[src/rtl/pipe_pkg.sv]
// Shared pipeline definitions for the fetch, decode and hazard stages:
// reset PC, the bubble instruction and the fetch redirect states.
package pipe_pkg;

    localparam logic [31:0] RESET_PC  = 32'h0000_0000;
    localparam logic [31:0] NOP_INSTR = 32'h0000_0013;

    typedef enum logic {
        RUN  = 1'b0,
        PEND = 1'b1
    } fetch_state_t;

endpackage

[src/rtl/if_id_reg.sv]
// IF/ID pipeline register. Priority is reset, then flush, then stall,
// then load. A bubble keeps the previous PC fields.
module if_id_reg #(
    parameter int               WIDTH     = 32,
    parameter logic [WIDTH-1:0] NOP_INSTR = 32'h0000_0013
) (
    input  logic             clk,
    input  logic             reset,
    input  logic             flush,
    input  logic             stall,
    input  logic             load_valid,
    input  logic [WIDTH-1:0] instr_in,
    input  logic [WIDTH-1:0] pc_in,
    input  logic [WIDTH-1:0] pc_plus4_in,
    output logic [WIDTH-1:0] instr,
    output logic [WIDTH-1:0] pc,
    output logic [WIDTH-1:0] pc_plus4,
    output logic             valid
);

    always_ff @(posedge clk) begin
        if (reset) begin
            instr    <= NOP_INSTR;
            pc       <= '0;
            pc_plus4 <= '0;
            valid    <= 1'b0;
        end else if (flush) begin
            instr <= NOP_INSTR;
            valid <= 1'b0;
        end else if (!stall) begin
            if (load_valid) begin
                instr    <= instr_in;
                pc       <= pc_in;
                pc_plus4 <= pc_plus4_in;
                valid    <= 1'b1;
            end else begin
                instr <= NOP_INSTR;
                valid <= 1'b0;
            end
        end
    end

endmodule

[src/rtl/pc_adder.sv]
// Parameterised PC adder. It is shared by the fetch and execute stages
// and wraps modulo 2^WIDTH.
module pc_adder #(
    parameter int WIDTH = 32
) (
    input  logic [WIDTH-1:0] a,
    input  logic [WIDTH-1:0] b,
    output logic [WIDTH-1:0] sum
);

    assign sum = a + b;

endmodule

[src/rtl/fetch_pc_stage.sv]
// Instruction-fetch stage. It holds the fetch PC, handles redirects while a
// memory access is outstanding, and drives IF/ID. PC_ALIGN_CHECK_EN adds misalign_d.
module fetch_pc_stage #(
    parameter int               WIDTH     = 32,
    parameter logic [WIDTH-1:0] RESET_PC  = pipe_pkg::RESET_PC,
    parameter logic [WIDTH-1:0] NOP_INSTR = pipe_pkg::NOP_INSTR
) (
    input  logic             clk,
    input  logic             reset,
    input  logic             stall_f,
    input  logic             stall_d,
    input  logic             flush_d,
    input  logic             pc_src_e,
    input  logic [WIDTH-1:0] pc_target_e,
    output logic [WIDTH-1:0] imem_addr,
    output logic             imem_req,
    input  logic [WIDTH-1:0] imem_rdata,
    input  logic             imem_ready,
    output logic [WIDTH-1:0] pc_f,
    output logic [WIDTH-1:0] instr_d,
    output logic [WIDTH-1:0] pc_d,
    output logic [WIDTH-1:0] pc_plus4_d,
    output logic             valid_d
`ifdef PC_ALIGN_CHECK_EN
    ,
    output logic             misalign_d
`endif
);

    import pipe_pkg::*;

    localparam logic [WIDTH-1:0] PC_STEP = WIDTH'(4);

    fetch_state_t     state, state_next;
    logic [WIDTH-1:0] pend_tgt;
    logic [WIDTH-1:0] pc_plus4_f;
    logic [WIDTH-1:0] redir_raw;
    logic [WIDTH-1:0] redir_tgt;
    logic [WIDTH-1:0] pc_next;
    logic             fetch_done;
    logic             redir;
    logic             load_valid;

    assign fetch_done = imem_ready & ~stall_f;
    assign redir      = pc_src_e | (state == PEND);
    assign load_valid = fetch_done & ~redir;
    assign imem_addr  = pc_f;

    pc_adder #(.WIDTH(WIDTH)) u_pc_plus4 (
        .a   (pc_f),
        .b   (PC_STEP),
        .sum (pc_plus4_f)
    );

    // A target arriving in the same cycle takes priority over a pending target.
    assign redir_raw = pc_src_e ? pc_target_e : pend_tgt;
`ifdef PC_ALIGN_CHECK_EN
    assign redir_tgt = {redir_raw[WIDTH-1:2], 2'b00};
`else
    assign redir_tgt = redir_raw;
`endif
    assign pc_next = redir ? redir_tgt : pc_plus4_f;

    always_ff @(posedge clk) begin
        if (reset) begin
            pc_f <= RESET_PC;
        end else if (fetch_done) begin
            pc_f <= pc_next;
        end
    end

    // The stored target is only used in PEND. Reset returns to RUN, so it needs no reset.
    always_ff @(posedge clk) begin
        if (pc_src_e && !fetch_done) begin
            pend_tgt <= pc_target_e;
        end
    end

    always_ff @(posedge clk) begin
        if (reset) begin
            state    <= RUN;
            imem_req <= 1'b0;
        end else begin
            state    <= state_next;
            imem_req <= 1'b1;
        end
    end

    always_comb begin
        state_next = state;
        case (state)
            RUN:     if (pc_src_e && !fetch_done) state_next = PEND;
            PEND:    if (fetch_done) state_next = RUN;
            default: state_next = RUN;
        endcase
    end

    if_id_reg #(
        .WIDTH     (WIDTH),
        .NOP_INSTR (NOP_INSTR)
    ) u_if_id (
        .clk         (clk),
        .reset       (reset),
        .flush       (flush_d),
        .stall       (stall_d),
        .load_valid  (load_valid),
        .instr_in    (imem_rdata),
        .pc_in       (pc_f),
        .pc_plus4_in (pc_plus4_f),
        .instr       (instr_d),
        .pc          (pc_d),
        .pc_plus4    (pc_plus4_d),
        .valid       (valid_d)
    );

`ifdef PC_ALIGN_CHECK_EN
    logic misalign_f;

    // Set by a misaligned redirect. Cleared once the first instruction from that target is delivered.
    always_ff @(posedge clk) begin
        if (reset) begin
            misalign_f <= 1'b0;
        end else if (fetch_done) begin
            misalign_f <= redir & (|redir_raw[1:0]);
        end
    end

    always_ff @(posedge clk) begin
        if (reset) begin
            misalign_d <= 1'b0;
        end else if (flush_d) begin
            misalign_d <= 1'b0;
        end else if (!stall_d) begin
            misalign_d <= load_valid & misalign_f;
        end
    end
`endif

endmodule

[config.mk]
export PLATFORM = sky130hd
export DESIGN_NAME = fetch_pc_stage
export DESIGN_NICKNAME = d
export VERILOG_FILES = /design/src/rtl/pipe_pkg.sv /design/src/rtl/if_id_reg.sv /design/src/rtl/pc_adder.sv /design/src/rtl/fetch_pc_stage.sv
export SDC_FILE = /design/constraint.sdc
export NUM_CORES = 1
export LEC_CHECK = 0
export CORE_MARGIN = 2
export CORE_UTILIZATION = 50
export DETAILED_ROUTE_END_ITERATION = 8
export PLACE_DENSITY = 0.94
export SETUP_SLACK_MARGIN = 0.15
export SLEW_MARGIN = 25
export SYNTH_ARGS = -nofsm -noshare
export SYNTH_HDL_FRONTEND = slang
export SYNTH_SLANG_ARGS = --single-unit
[constraint.sdc]
create_clock -name clk -period 7.7 [get_ports clk]
set_clock_uncertainty 0.1 [all_clocks]
set_input_delay 1.54 -clock clk [delete_from_list [all_inputs] [get_ports clk]]
set_output_delay 1.54 -clock clk [all_outputs]
set_load 0.05 [all_outputs]
# --- After elaboration in Yosys (flattened, before gate mapping) ---
# Cells that the tools add are included.
word_totals:
  latch_bits: 0
  mem_count: 0
  input_bits: 71
  ff_bits: 163
  word_cells: 29
  mem_bits_ro: 0
  ram_bits: 0
classes:
  add_sub_neg: 1
  n_reduce_logical: 4
  n_mux: 8
  order_cmp: 0
  n_bitwise: 8
  n_eq_ne: 0
  n_mul: 0
  shift: 0
  div_mod_pow: 0
ops:
  columns: ["cell", "count"]
  rows:
  - ["32-bit 2-to-1 mux", 3]
  - ["32-bit by 3-bit adder with 32-bit output (second input constant)", 1]
  - ["1-bit inverter", 5]
  - ["1-bit 2-to-1 mux", 4]
  - ["3-bit AND reduction", 1]
  - ["1-bit bitwise AND", 2]
  - ["1-bit case mux with 2 select lines", 1]
  - ["2-bit OR reduction", 1]
  - ["1-bit logical AND", 1]
  - ["1-bit logical NOT", 1]
  - ["1-bit OR", 1]

# --- Logic depth before layout (Yosys ltp) ---
# Gate-level depths: netlist of run 1.
logic_depth:
  depth_word: 6
  depth_mapped: 8
  depth_no_buf: 6

# --- Hierarchy ---
# Synthesis of run 1 repeated with hierarchy kept, for this count alone.
hier_totals:
  hier_cells: 903
  area_unflattened_um2: 8987.4
modules_own_cells:
  columns: ["module", "seq_area_each_um2", "n_inst", "cells_each", "area_each_um2"]
  rows:
  - ["if_id_reg", 1941.9, 1, 424, 4227.8]
  - ["fetch_pc_stage", 1641.6, 1, 243, 3046.7]
  - ["pc_adder", 0.0, 1, 236, 1712.9]

# --- Worst setup path after synthesis of run 1 ---
# Ideal clock, no wire load.
synth_path:
  path_kind: "input to register"
  startpoint: "input port pc_src_e"
  endpoint: "register pend_tgt[0], enable pin"
  setup_slack_ps: 3551
  required_time_ps: 7179
  path_stages: 4
  arrival_time_ps: 3628
  setup_time_ps: 421
  path_cell_list: "clkbuf_1 clkbuf_1 inv_1 nor2_1"
synth_between:
  elab_chain_cells: 1
synth_lines:
  columns: ["element", "line_no", "source"]
  rows:
  - ["from (decl)", "fetch_pc_stage.sv:13", "input logic pc_src_e,"]
  - ["1-bit logical AND", "fetch_pc_stage.sv:74", "if (pc_src_e && !fetch_done) begin"]
  - ["to (signal assigned)", "fetch_pc_stage.sv:75", "pend_tgt <= pc_target_e;"]
  - ["to (decl)", "fetch_pc_stage.sv:35", "logic [WIDTH-1:0] pend_tgt;"]
# No other way between the ends.
# A chain may end at the register's enable or synchronous reset.

# --- Worst setup path in the final report of run 1 ---
layout_path:
  startpoint: "register pc_f[6], in the netlist imem_addr[6]"
  endpoint: "output port imem_addr[6]"
layout_rtl:
  columns: ["element", "line_no", "source"]
  rows:
  - ["from (decl)", "fetch_pc_stage.sv:19", "output logic [WIDTH-1:0] pc_f,"]
  - ["from (signal assigned)", "fetch_pc_stage.sv:68", "pc_f <= pc_next;"]
  - ["to (decl)", "fetch_pc_stage.sv:15", "output logic [WIDTH-1:0] imem_addr,"]
# No word-level cell between the ends.

==> impl_table.tex, run 1 <==
\begin{tabular}{lr}
\hline
Metric & Value \\
\hline
\multicolumn{2}{l}{\textbf{Status}} \\
\quad Outcome & finished clean \\
\multicolumn{2}{l}{\textbf{Synthesis}} \\
\quad Cell types with the largest area share after synthesis & dfxtp\_1, edfxtp\_1, nand2\_1 \\
\quad Most instantiated library cell after synthesis & dfxtp\_1 \\
\quad Number of distinct library cells after synthesis & 68 \\
\quad Mean area per synthesized cell & 9.223 um2 \\
\quad Area of the mapped netlist & 7249 um2 \\
\quad Leading post-synthesis cells by instance count & dfxtp\_1, nand2\_1, nor2\_1, a21oi\_1, buf\_4 \\
\quad Seq cells post-synth & 161 \\
\quad Sequential cell area fraction in the yosys report & 48.88\% \\
\quad Number of enable flip-flop cells after synthesis & 32 \\
\quad Fraction of synthesis flops using an asynchronous set or reset pin & 0\% \\
\quad Portion of synthesized cell area occupied by the leading cell type & 35.62\% \\
\quad Synthesized Nets & 858 \\
\quad Ys Warns & 0 \\
\quad Leading area contributor after synthesis & dfxtp\_1 \\
\quad Gate Count Post-Synth & 786 \\
\quad Flip-flop cell with the highest count after synthesis & dfxtp\_1 \\
\multicolumn{2}{l}{\textbf{Clock network}} \\
\quad H-tree depth & 4 \\
\quad Number of buffers added for setup after CTS & 0 \\
\quad Number of buffers inserted by hold repair at cts & 0 \\
\quad Clock Tree Buf Depth & 2 \\
\quad TritonCTS clock tree & built \\
\quad Number of sinks handled by clock tree synthesis & 161 \\
\quad Clock-pin transition on the worst setup and hold timing paths & 0.07 ns \\
\quad Root buffer selected by CTS & clkbuf\_16 \\
\quad CTS resizes & 0 \\
\quad Inserted Clock Buffers & 17 \\
\quad Source-to-sink clock delay at the later pin of the worst-skew pair & 0.43 ns \\
\multicolumn{2}{l}{\textbf{Critical path}} \\
\quad Cells on worst reg2reg path & 6 \\
\quad Critical path type & register to primary output \\
\quad Worst R2R End & imem\_addr[22] \\
\quad Kind of cell adding the most delay to the critical path & buffers and inverters \\
\quad Setup crit start & imem\_addr[6] \\
\quad Critical path startpoint category & register \\
\quad Largest incremental delay on the critical path & 0.93 ns \\
\quad Cell Chain, Critical Path & clkdlybuf4s50\_1 \\
\quad Critical path endpoint category & primary output \\
\quad Arrival @ worst endpoint & 2.05 ns \\
\quad Crit-path slowest cell & clkdlybuf4s50\_1 \\
\quad Critical Path End & imem\_addr[6] \\
\quad R2R setup slack & 4.90 ns \\
\quad Number of buffers and inverters on the critical path & 1 \\
\quad Crit Reg-Reg Startpoint & imem\_addr[2] \\
\quad Peak fanout along the critical path & 12 \\
\quad Number of cells on the critical path & 1 \\
\quad Required arrival time at the worst endpoint & 6.06 ns \\
\multicolumn{2}{l}{\textbf{Floorplan}} \\
\quad Die Y-Extent & 124.4 um \\
\quad Overall die area & 15,480 um2 \\
\quad Top-level port count & 233 \\
\quad Number of core rows & 44 \\
\quad Die boundary width & 124.4 um \\
\quad Initial Util & 50.45\% \\
\quad Core region area & 14,370 um2 \\
\multicolumn{2}{l}{\textbf{Global routing}} \\
\quad GRT Max-Usage Layer & met2 \\
\quad Met2 usage & 40.57\% \\
\quad Vias in the first global route & 6,419 \\
\quad Global-route congestion overflow total & 0 \\
\quad Wire length of the first global-routing pass & 33,380 um \\
\quad Initial antenna violation count & 0 \\
\quad Pin count of the biggest net entering global routing & 98 \\
\quad GR met3 Demand/Resource & 9.450\% \\
\quad Grt met1 use & 34.17\% \\
\quad Global-route usage over all layers & 26.49\% \\
\multicolumn{2}{l}{\textbf{Power and ir drop}} \\
\quad Switching power & 0.5290 mW \\
\quad Power density normalized to cell area & 209.7 nW/um2 \\
\quad Switching part of the total & 25.52\% \\
\quad Static leakage & 3.277 nW \\
\quad Maximum vdd drop & 0.0001275 V \\
\quad Logic pwr share & 12.2\% \\
\quad Clock network fraction of design power & 43.4\% \\
\quad Portion of total power attributed to sequential cells & 44.4\% \\
\quad Int Power & 1.544 mW \\
\multicolumn{2}{l}{\textbf{STA}} \\
\quad Slew at the pin closest to its max-slew limit & 1.084 ns \\
\quad Number of max-slew violations in the final report & 0 \\
\quad Number of setup violations in the final report & 0 \\
\quad Fmax achieved & 271.3 MHz \\
\quad Slew margin rel. & 27.73\% \\
\quad Hold violation total from the final report & 0 \\
\quad Final worst setup slack & 4.014 ns \\
\quad Min cycle time layout & 3.686 ns \\
\quad Portion of the clock cycle consumed by the worst path in the final layout & 47.87\% \\
\quad Unrepaired setup endpoints after global routing & false \\
\quad Post-route setup TNS & 0 ns \\
\multicolumn{2}{l}{\textbf{Routing}} \\
\quad Detail Route Antenna Nets & 0 \\
\quad WL/cell & 18.32 um \\
\quad First-pass iteration count of the detailed router & 7 \\
\quad Drt via density & 5.829 \\
\quad Violation count after the first detailed-route iteration & 780 \\
\quad DRT Wirelength & 20,860 um \\
\quad Remaining DRCs & 0 \\
\quad Via count of the routed design & 6,639 \\
\multicolumn{2}{l}{\textbf{Final layout}} \\
\quad Total non-filler cell area in the finished layout & 9888 um2 \\
\quad Inserted Diodes & 0 \\
\quad Net count, final & 1,014 \\
\quad Synth-to-Final Area Change & 36.40\% \\
\quad Fraction of layout cells with a size suffix above 1 & 7.644\% \\
\multicolumn{2}{l}{\textbf{Placement}} \\
\quad Final weighted congestion of routability-driven global placement & 0.8168 \\
\quad Post-detailed-placement cell area & 9248 um2 \\
\quad Number of buffers added on ports & 232 \\
\quad Half-perimeter wire length of the detailed placement result & 14,120 um \\
\quad Dpl ws & 3.694 ns \\
\multicolumn{2}{l}{\textbf{Min path}} \\
\quad Class of the worst hold path & register to register \\
\multicolumn{2}{l}{\textbf{Flow run}} \\
\quad Number of violations of the max-capacitance limit & 0 \\
\hline
\end{tabular}
==> layer usage <==
layer | routed length (um) | vias up
met5 | 0 | -
met4 | 597 | 0
met3 | 2211 | 51
met2 | 9528 | 385
met1 | 8524 | 3097
li1 | - | 3106
==> registers in the layout, summed over array words and instances, names as in the netlist <==
register and flops:
imem_addr 32, pend_tgt 32, u_if_id.instr 32, u_if_id.pc 32, u_if_id.pc_plus4 30, imem_req 1, state 1, u_if_id.valid 1
==> placed cells by master (no fill, tap or decap), drive strengths merged, types with 4 or more instances in the layout <==
cell type / instances
o31ai: 5
a211oi: 28
a311oi: 4
xnor2: 15
a22o: 10
xor2: 8
and4: 7
and3: 6
nand3: 18
inv: 7
buf: 12
nor4: 4
a31oi: 4
clkdlybuf4s50: 231
a21oi: 66
nand4: 5
clkbuf: 20
o31a: 5
o21ai: 34
clkinv: 7
nor2: 86
o211ai: 5
nor3: 21
nor4b: 6
nand2: 96
a22oi: 39
mux2i: 4
dfxtp: 129
edfxtp: 32
==> final cells by class <==
class | count | area, um2
fillers | 1043 | 4481
flip-flops and latches | 161 | 3543
multi-input cells | 513 | 3049
repair buffers | 243 | 2402
clock buffers | 20 | 489.2
well taps | 184 | 230.2
clock inverters | 12 | 151.4
inverters | 6 | 22.52
==> logic make-up after synthesis <==
logic type,after synthesis,synth area share (%)
simple gates,262,17.76
compound gates,223,20.66
flops,161,48.88
buf+inv,112,9.199
xor+xnor,23,2.779
mux,4,0.5523
fa+ha+maj,1,0.1726
==> power by group through the flow <==
stage / Clock, mW / Sequential (mW) / Combinational [mW]
6_report: 0.900 / 0.921 / 0.252
5_1_grt: 0.949 / 0.924 / 0.266
4_1_cts: 0.912 / 0.920 / 0.251
3_5_place_dp: 0 / 0.938 / 0.249
3_3_place_gp: 0 / 0.936 / 0.245
2_1_floorplan: 0 / 0.966 / 0.128
==> through the flow <==
stage / total power, mW / hold WS (ns) / cells / utilization [%]
2_1_floorplan: 1.094 / 0.3590 / 786 / -
3_3_place_gp: 1.181 / 0.3417 / 1107 / 64.36
3_5_place_dp: 1.187 / 0.3455 / 1107 / 64.36
4_1_cts: 2.084 / 0.3585 / 1139 / 68.82
5_1_grt: 2.140 / 0.3765 / 1139 / 68.82
6_report: 2.073 / 0.3547 / 1139 / 68.82
==> worst min-delay path by stage <==
stage                              from                  end  slack, ns  depth (start not counted)
floorplan                  imem_addr[0]        u_if_id.pc[0]       0.36                          2
global placement         u_if_id.pc[20]       u_if_id.pc[20]       0.34                          2
detailed placement       u_if_id.pc[23]       u_if_id.pc[23]       0.35                          2
CTS                      u_if_id.pc[31]       u_if_id.pc[31]       0.36                          2
global route        u_if_id.pc_plus4[3]  u_if_id.pc_plus4[3]       0.38                          2
finish                   u_if_id.pc[17]       u_if_id.pc[17]       0.35                          2
Note: power is estimated with default switching activity, not from simulation.
==> run 2, diff against run 1 <==
--- a/config.mk
+++ b/config.mk
@@ -6,9 +6,9 @@
 export NUM_CORES = 1
 export LEC_CHECK = 0
 export CORE_MARGIN = 2
-export CORE_UTILIZATION = 50
+export CORE_UTILIZATION = 42
 export DETAILED_ROUTE_END_ITERATION = 8
-export PLACE_DENSITY = 0.94
+export PLACE_DENSITY = 0.85
 export SETUP_SLACK_MARGIN = 0.15
 export SLEW_MARGIN = 25
 export SYNTH_ARGS = -nofsm -noshare
==> constraint.sdc (replaced) <==
create_clock -name clk -period 3 [get_ports clk]
set_clock_uncertainty 0.1 [all_clocks]
set_input_delay 0.6 -clock clk [delete_from_list [all_inputs] [get_ports clk]]
set_output_delay 0.6 -clock clk [all_outputs]
set_load 0.05 [all_outputs]
==> run 2 against run 1 <==
Against the previous run: cell count up 4.7%; global-route usage down 4.0 points; via count decreased by 2.2%; core utilization is 9.9 points lower; first-iteration DRC count shrank 45%.
==> impl_table.tex, run 2 (same netlist as run 1, synthesis figures left out) <==
\begin{tabular}{lr}
\hline
Metric & Value \\
\hline
\multicolumn{2}{l}{\textbf{Critical path}} \\
\quad Crit Reg-Reg Startpoint & imem\_addr[3] \\
\quad Required arrival time at the worst endpoint & 2.30 ns \\
\quad Critical path type & register to primary output \\
\quad Largest incremental delay on the critical path & 0.91 ns \\
\quad Cell Chain, Critical Path & clkdlybuf4s50\_1 \\
\quad R2R setup slack & 0.53 ns \\
\quad Number of buffers and inverters on the critical path & 1 \\
\quad Arrival @ worst endpoint & 2.00 ns \\
\quad Kind of cell adding the most delay to the critical path & buffers and inverters \\
\quad Peak fanout along the critical path & 14 \\
\quad Cells on worst reg2reg path & 7 \\
\quad Critical path endpoint category & primary output \\
\quad Worst R2R End & imem\_addr[30] \\
\quad Crit-path slowest cell & clkdlybuf4s50\_1 \\
\quad Critical path startpoint category & register \\
\multicolumn{2}{l}{\textbf{Floorplan}} \\
\quad Initial Util & 42.50\% \\
\quad Overall die area & 18,330 um2 \\
\quad Die Y-Extent & 135.4 um \\
\quad Top-level port count & 233 \\
\quad Core region area & 17,060 um2 \\
\quad Die boundary width & 135.4 um \\
\quad Number of core rows & 48 \\
\multicolumn{2}{l}{\textbf{STA}} \\
\quad Unrepaired setup endpoints after global routing & false \\
\quad Post-route setup TNS & 0 ns \\
\quad Slew at the pin closest to its max-slew limit & 0.8488 ns \\
\quad Number of setup violations in the final report & 0 \\
\quad Slew margin rel. & 43.30\% \\
\quad Min cycle time layout & 2.700 ns \\
\quad Fmax achieved & 370.4 MHz \\
\quad Number of max-slew violations in the final report & 0 \\
\quad Hold violation total from the final report & 0 \\
\quad Portion of the clock cycle consumed by the worst path in the final layout & 89.99\% \\
\quad Final worst setup slack & 0.3002 ns \\
\multicolumn{2}{l}{\textbf{Clock network}} \\
\quad Root buffer selected by CTS & clkbuf\_16 \\
\quad Number of buffers added for setup after CTS & 0 \\
\quad Clock-pin transition on the worst setup and hold timing paths & 0.06 ns \\
\quad Inserted Clock Buffers & 17 \\
\quad TritonCTS clock tree & built \\
\quad H-tree depth & 4 \\
\quad Clock Tree Buf Depth & 2 \\
\quad CTS resizes & 0 \\
\quad Number of sinks handled by clock tree synthesis & 161 \\
\quad Source-to-sink clock delay at the later pin of the worst-skew pair & 0.43 ns \\
\quad Number of buffers inserted by hold repair at cts & 0 \\
\multicolumn{2}{l}{\textbf{Routing}} \\
\quad First-pass iteration count of the detailed router & 5 \\
\quad WL/cell & 17.28 um \\
\quad Detail Route Antenna Nets & 0 \\
\quad Violation count after the first detailed-route iteration & 430 \\
\quad Remaining DRCs & 0 \\
\quad DRT Wirelength & 20,600 um \\
\quad Via count of the routed design & 6,491 \\
\quad Drt via density & 5.445 \\
\multicolumn{2}{l}{\textbf{Global routing}} \\
\quad Initial antenna violation count & 0 \\
\quad Vias in the first global route & 6,133 \\
\quad Pin count of the biggest net entering global routing & 64 \\
\quad Wire length of the first global-routing pass & 32,370 um \\
\quad Global-route usage over all layers & 22.52\% \\
\quad Global-route congestion overflow total & 0 \\
\multicolumn{2}{l}{\textbf{Placement}} \\
\quad Final weighted congestion of routability-driven global placement & 0.8291 \\
\quad Dpl ws & 0.1771 ns \\
\quad Half-perimeter wire length of the detailed placement result & 14,890 um \\
\quad Post-detailed-placement cell area & 9427 um2 \\
\quad Number of buffers added on ports & 232 \\
\multicolumn{2}{l}{\textbf{Final layout}} \\
\quad Net count, final & 1,026 \\
\quad Total non-filler cell area in the finished layout & 10,060 um2 \\
\quad Final core utilization & 58.96\% \\
\quad Most frequent cells in the layout & clkdlybuf4s50\_1, dfxtp\_1, nand2\_1, nor2\_1, a21oi\_1 \\
\quad Inserted Diodes & 0 \\
\quad Multi-input logic area & 3049 um2 \\
\quad Most common cell after layout, fill and taps aside & clkdlybuf4s50\_1 \\
\quad Fillers & 1,474 \\
\quad Fraction of layout cells with a size suffix above 1 & 8.687\% \\
\quad Area used by sequential logic in the layout & 3543 um2 \\
\quad Synth-to-Final Area Change & 38.73\% \\
\multicolumn{2}{l}{\textbf{Power and ir drop}} \\
\quad Overall power & 5.288 mW \\
\quad Power density normalized to cell area & 525.8 nW/um2 \\
\quad Static leakage & 3.345 nW \\
\quad Maximum vdd drop & 0.0004057 V \\
\multicolumn{2}{l}{\textbf{Flow run}} \\
\quad Number of violations of the max-capacitance limit & 0 \\
\multicolumn{2}{l}{\textbf{Status}} \\
\quad Outcome & finished clean \\
\multicolumn{2}{l}{\textbf{Min path}} \\
\quad Hold EP & u\_if\_id.pc[17] \\
\quad Class of the worst hold path & register to register \\
\quad Worst min-delay path startpoint & u\_if\_id.pc[17] \\
\quad Hold depth & 2 \\
\hline
\end{tabular}
-- run 2: worst max path at each step --
stage          slack, ns     startpoint  cells after the start            end
6_report            0.30  imem_addr[20]                      1  imem_addr[20]
5_1_grt             0.25  imem_addr[20]                      1  imem_addr[20]
4_1_cts             0.32  imem_addr[20]                      1       pc_f[20]
3_5_place_dp        0.18       pc_src_e                      7  imem_addr[25]
3_3_place_gp        0.36       pc_src_e                      5   pend_tgt[28]
2_1_floorplan       0.31       pc_src_e                      4    pend_tgt[0]
-- run 2: layer usage --
layer | wire, um | global-route usage, % | vias up
li1 | - | - | 3122
met1 | 8701 | 28.90 | 3016
met2 | 9208 | 34.72 | 322
met3 | 2328 | 9.053 | 31
met4 | 363 | 7.407 | 0
met5 | 0 | 0 | -
-- run 2: power by group --
group / internal, mW / switching, mW / total (mW)
Combinational: 0.263 / 0.407 / 0.670
Sequential: 2.28 / 0.0679 / 2.35
Clock: 1.41 / 0.853 / 2.27
-- run 2: area by class of cell --
cell class | count | share of cell area [%]
flip-flops and latches | 161 | 35.23
clock inverters | 7 | 0.9206
multi-input cells | 513 | 30.32
repair buffers | 255 | 25.16
well taps | 225 | 2.799
clock buffers | 25 | 5.350
inverters | 6 | 0.2239
-- run 2: stage by stage --
step,hold WS (ns),cells
2_1_floorplan,0.3590,786
3_3_place_gp,0.3418,1160
3_5_place_dp,0.3455,1160
4_1_cts,0.3540,1192
5_1_grt,0.3715,1192
6_report,0.3522,1192
-- run 2: tightest hold or removal path, delay by kind of cell (launching register included) --
family | cells | cell delay (ns)
simple gates | 1 | 0.05
compound gates | 1 | 0.05
flops | 1 | 0.31
